## config.mk

```make
export PLATFORM = sky130hd
export DESIGN_NAME = nibble_add_seq
export DESIGN_NICKNAME = d
export VERILOG_FILES = /design/src/rtl/nibble_add_seq.sv
export SDC_FILE = /design/constraint.sdc
export NUM_CORES = 1
export LEC_CHECK = 0
export ABC_CLOCK_PERIOD_IN_PS = 4500
export CORE_UTILIZATION = 57
export CTS_BUF_LIST = sky130_fd_sc_hd__clkbuf_4
export CTS_CLUSTER_DIAMETER = 80
export CTS_CLUSTER_SIZE = 16
export DETAILED_ROUTE_END_ITERATION = 8
export GPL_TIMING_DRIVEN = 1
export PLACE_DENSITY_LB_ADDON = 0.05
export SYNTH_ARGS = -nofsm -noshare
export SYNTH_HDL_FRONTEND = slang
export SYNTH_SLANG_ARGS = --single-unit
export TNS_END_PERCENT = 20
```

## constraint.sdc

```tcl
create_clock -name clk -period 4.5 [get_ports clk]
set_clock_uncertainty 0.15 [all_clocks]
set_input_delay 0.9 -clock clk [delete_from_list [all_inputs] [get_ports clk]]
set_output_delay 0.9 -clock clk [all_outputs]
set_load 0.005 [all_outputs]
```

## src/rtl/nibble_add_seq.sv

```systemverilog
// Nibble-serial W-bit adder: one shared 4-bit padder, LSB nibble first.
// Define SUB_EN to add the two's-complement subtract path.
module padder4 (
  input  logic [3:0] a,
  input  logic [3:0] b,
  input  logic       ci,
  output logic [3:0] s,
  output logic       co
);
  assign {co, s} = {1'b0, a} + {1'b0, b} + {4'b0, ci};
endmodule

module nibble_add_seq #(
  parameter int NIBBLES = 4
) (
  input  logic                   clk,
  input  logic                   rst_n,
  input  logic                   start,
  input  logic [4*NIBBLES-1:0]   x,
  input  logic [4*NIBBLES-1:0]   y,
  input  logic                   c_in,
  input  logic                   sub,
  output logic                   busy,
  output logic                   done,
  output logic [4*NIBBLES-1:0]   sum,
  output logic                   c_out
);
  localparam int W  = 4 * NIBBLES;
  localparam int IW = $clog2(NIBBLES);
  localparam logic [IW-1:0] LAST = IW'(NIBBLES - 1);

  typedef enum logic [1:0] {IDLE, RUN, DONE} state_t;

  state_t        state;
  logic [W-1:0]  x_q;
  logic [W-1:0]  y_q;
  logic          cy;
  logic [IW-1:0] idx;
  logic [W-1:0]  y_eff;
  logic          ci_eff;
  logic [3:0]    ps;
  logic          pc;

`ifdef SUB_EN
  assign y_eff  = y ^ {W{sub}};
  assign ci_eff = c_in ^ sub;
`else
  logic unused_sub;
  assign unused_sub = sub;
  assign y_eff  = y;
  assign ci_eff = c_in;
`endif

  padder4 u_pad (
    .a  (x_q[4*idx +: 4]),
    .b  (y_q[4*idx +: 4]),
    .ci (cy),
    .s  (ps),
    .co (pc)
  );

  always_ff @(posedge clk or negedge rst_n) begin
    if (!rst_n) begin
      state <= IDLE;
      x_q   <= '0;
      y_q   <= '0;
      cy    <= 1'b0;
      idx   <= '0;
      busy  <= 1'b0;
      done  <= 1'b0;
      sum   <= '0;
      c_out <= 1'b0;
    end else begin
      busy <= (state == RUN);
      done <= (state == DONE);
      unique case (state)
        IDLE: begin
          if (start) begin
            x_q   <= x;
            y_q   <= y_eff;
            cy    <= ci_eff;
            idx   <= '0;
            sum   <= '0;
            c_out <= 1'b0;
            state <= RUN;
          end
        end
        RUN: begin
          // nibble 0 also finishes the clear of sum/c_out
          if (idx == '0) begin
            sum   <= W'(ps);
            c_out <= 1'b0;
          end else begin
            sum[4*idx +: 4] <= ps;
          end
          cy <= pc;
          if (idx == LAST) begin
            idx   <= '0;
            c_out <= pc;
            state <= DONE;
          end else begin
            idx <= idx + 1'b1;
          end
        end
        DONE: begin
          // result stays visible during the done pulse; RUN clears it
          if (start) begin
            x_q   <= x;
            y_q   <= y_eff;
            cy    <= ci_eff;
            idx   <= '0;
            state <= RUN;
          end else begin
            state <= IDLE;
          end
        end
        default: state <= IDLE;
      endcase
    end
  end
endmodule

```

==> results.md <==
* Outcome: finished clean
* Worst-margin pin slew at 1.19 ns
* Core Region at 4690 sq um
* Clock slew at reported path FFs at 0.15 ns
* Antenna diode count at 0
* TritonRoute pass-1 iters at 4
* DR WL/cell at 17.4 microns
* Routed Antenna Nets at 0
* Fin. Hold Viols at 0
* Cell depth of the worst flop-to-flop path at 8
* Ports at 56
* Clock Power Share at 0.143
* Crit Path Class: reg2reg
* Seq cells post-synth at 56
* GRT Residual Overflow at 0
* Minimum clock period at 3.13 ns
* Final-report setup violation count at 0
* CP endpoint kind: flip-flop
* GRT Total Usage at 0.213
* Clock Sink Count at 56
* Worst flop-to-flop path endpoint: sum[2]$_DFFE_PN0P_
* Finished Cell Area at 3430 sq um
* # Post-CTS Setup Buffers at 0
* Placed Cells at 277
* Full die area at 5150 sq um
* Die Wd at 71.8 microns
* Final Max Slew Viols at 0
* Unrepaired setup endpoints after global routing: false
* Die Span Y at 71.8 microns
* VDD IR max at 0.407 mV
* Syn_nets at 220
* Asr flop ratio synth at 1.00
* CP max FO at 13
* Synth warnings at 0
* Vias at 1650
* DP Wirelength at 3700 microns
* Fill cells at 298
* Clk_lat worst skew at 0.38 ns
* Cts bufs inserted at 5
* Vias/cell at 5.79
* Setup crit start kind: flip-flop
* Internal power component at 1.69 mW
* Leak at 1.54 nW
* Final Wtd Congestion at 0.778
* Switching share of total power at 0.369
* Crit path to: sum[2]$_DFFE_PN0P_
* First-pass GRT wire length at 8130 microns
* CP required at 4.68 ns
* Setup crit start: idx[0]$_DFFE_PN0P_
* CTS Hold Bufs at 0
* Post-synth design cell area at 2770 sq um
* Syn_area_per_cell at 15.9 sq um
* TritonCTS clock tree: yes
* Number of global-route vias before repair at 1680
* Layout Cells excl Fill at 285
* Combinational power share at 0.528
* Leading cell type in the layout, fill and taps excluded: dfrtp_1
* Largest net degree at the start of global routing at 57
* Slew headroom at 0.204
* NetSw at 989 uW
* Tightest Hold Check Type: reg2reg
* Root cell of the clock tree: clkbuf_4
* DRC at 0
* Initial Util at 0.591
* Crit path arrival time at 3.31 ns
* Longest Clk Path Bufs at 2
* # rows at 25
* Share of post-route cells with drive strength above 1 at 0.303
* CTS H-tree depth at 2
* Worst hold slack at 0.366 ns
* Layout net count at 276
* Sequential power share at 0.329
* Part of the cycle the worst path needs at 0.695
* Cells after synthesis at 174
* Post-cts gate resize count at 0
* Initial antenna violation count at 0
* Reg2reg setup slack at 1.37 ns
* Commonest non-fill, non-tap cells in the layout: 56 x dfrtp_1, 53 x clkdlybuf4s50_1, 27 x mux2_4, 12 x a22o_1
* PwrDens at 782 nW/um^2
* Tot Pwr at 2.68 mW
* Main synth FF type: dfrtp_1
* Fmax at 320 MHz
* Iter 0 DRT Violations at 56
* Max-cap violations at 0
* Port-buffer cells at 54
* Number of flops mapped to enable cells by yosys at 0
* Post-DP Area at 3300 sq um
* Setup_tns at 0 ns
* Synth cell types at 42
* R2R Path Start: idx[0]$_DFFE_PN0P_
* Syn-to-layout area delta at 23.5%
* WL final at 4950 microns
* Seq/Total Area, Yosys at 0.505
## worst max-delay path: stages (launching register included)
cell and delay [ns]:
dfrtp_1 0.45, buf_4 0.30, mux4_2 0.56, fa_1 0.46
fa_1 0.43, xor2_1 0.39, nand2_1 0.10, o21ai_0 0.09
a22o_1 0.14
## power groups by stage
| stage | clock [mW] | combinational (mW) | sequential (mW) |
|---|---|---|---|
| floorplan | 0 | 1.12 | 0.826 |
| global placement | 0 | 1.37 | 0.874 |
| detailed placement | 0 | 1.42 | 0.895 |
| CTS | 0.390 | 1.43 | 0.886 |
| global route | 0.406 | 1.53 | 0.911 |
| finish | 0.382 | 1.42 | 0.882 |
## stage by stage
step | utilization | setup slack [ns]
4_1_cts | 0.730 | 1.36
5_1_grt | 0.730 | 1.18
2_1_floorplan | - | 1.73
6_report | 0.730 | 1.37
3_5_place_dp | 0.703 | 1.40
3_3_place_gp | 0.703 | 1.47
## kinds of logic (layout without fill, tap and decap cells)
family / count (synthesis) / after routing / synth area share
flops: 56 / 56 / 0.505
simple gates: 20 / 20 / 0.0681
buf+inv: 14 / 71 / 0.0438
compound gates: 33 / 33 / 0.0979
mux: 40 / 40 / 0.233
xor+xnor: 2 / 2 / 0.00632
fa+ha+maj: 9 / 9 / 0.0460
## cells in the mapped netlist (all sizes together), types with 2 or more instances
library cell	number	share of area
dfrtp	56	0.51
mux2	32	0.17
a22o	16	0.052
mux4	8	0.066
ha	7	0.032
inv	7	0.010
o21ai	7	0.017
buf	6	0.032
nand2	6	0.011
nor2	4	0.0090
a21o	2	0.0054
a21oi	2	0.0036
fa	2	0.014
nand2b	2	0.0099
nor2b	2	0.0072
nor4	2	0.015
## per-layer routing
layer | GRT usage | vias up | wire, microns
met5 | 0 | - | 0
met4 | 0.0828 | 0 | 70
met3 | 0.0450 | 7 | 165
met2 | 0.383 | 47 | 2680
met1 | 0.250 | 844 | 2030
li1 | - | 752 | -
## state kept, by name (all words and copies together) (netlist names)
register,flops
busy,1
sum,16
state,2
idx,2
y_q,16
x_q,16
cy,1
done,1
c_out,1
## final cells by class
class / count / area, sq um / area share
sequential: 56 / 1400 / 0.409
multi-input combinational: 104 / 1250 / 0.365
timing repair buffer: 56 / 551 / 0.161
clock inverter: 3 / 90.1 / 0.0263
tap: 54 / 67.6 / 0.0197
clock buffer: 5 / 37.5 / 0.0110
inverter: 7 / 28.8 / 0.00840
## how the worst min path moves through the flow
stage | start | end | slack (ns) | cells after the start
2_1_floorplan | x_q[7]$_DFFE_PN0P_ | x_q[7]$_DFFE_PN0P_ | 0.32 | 1
3_3_place_gp | sum[11]$_DFFE_PN0P_ | sum[11]$_DFFE_PN0P_ | 0.34 | 1
3_5_place_dp | sum[4]$_DFFE_PN0P_ | sum[4]$_DFFE_PN0P_ | 0.34 | 1
4_1_cts | sum[5]$_DFFE_PN0P_ | sum[5]$_DFFE_PN0P_ | 0.37 | 1
5_1_grt | sum[8]$_DFFE_PN0P_ | sum[8]$_DFFE_PN0P_ | 0.38 | 1
6_report | sum[5]$_DFFE_PN0P_ | sum[5]$_DFFE_PN0P_ | 0.37 | 1
(Power assumes the default switching activity.)
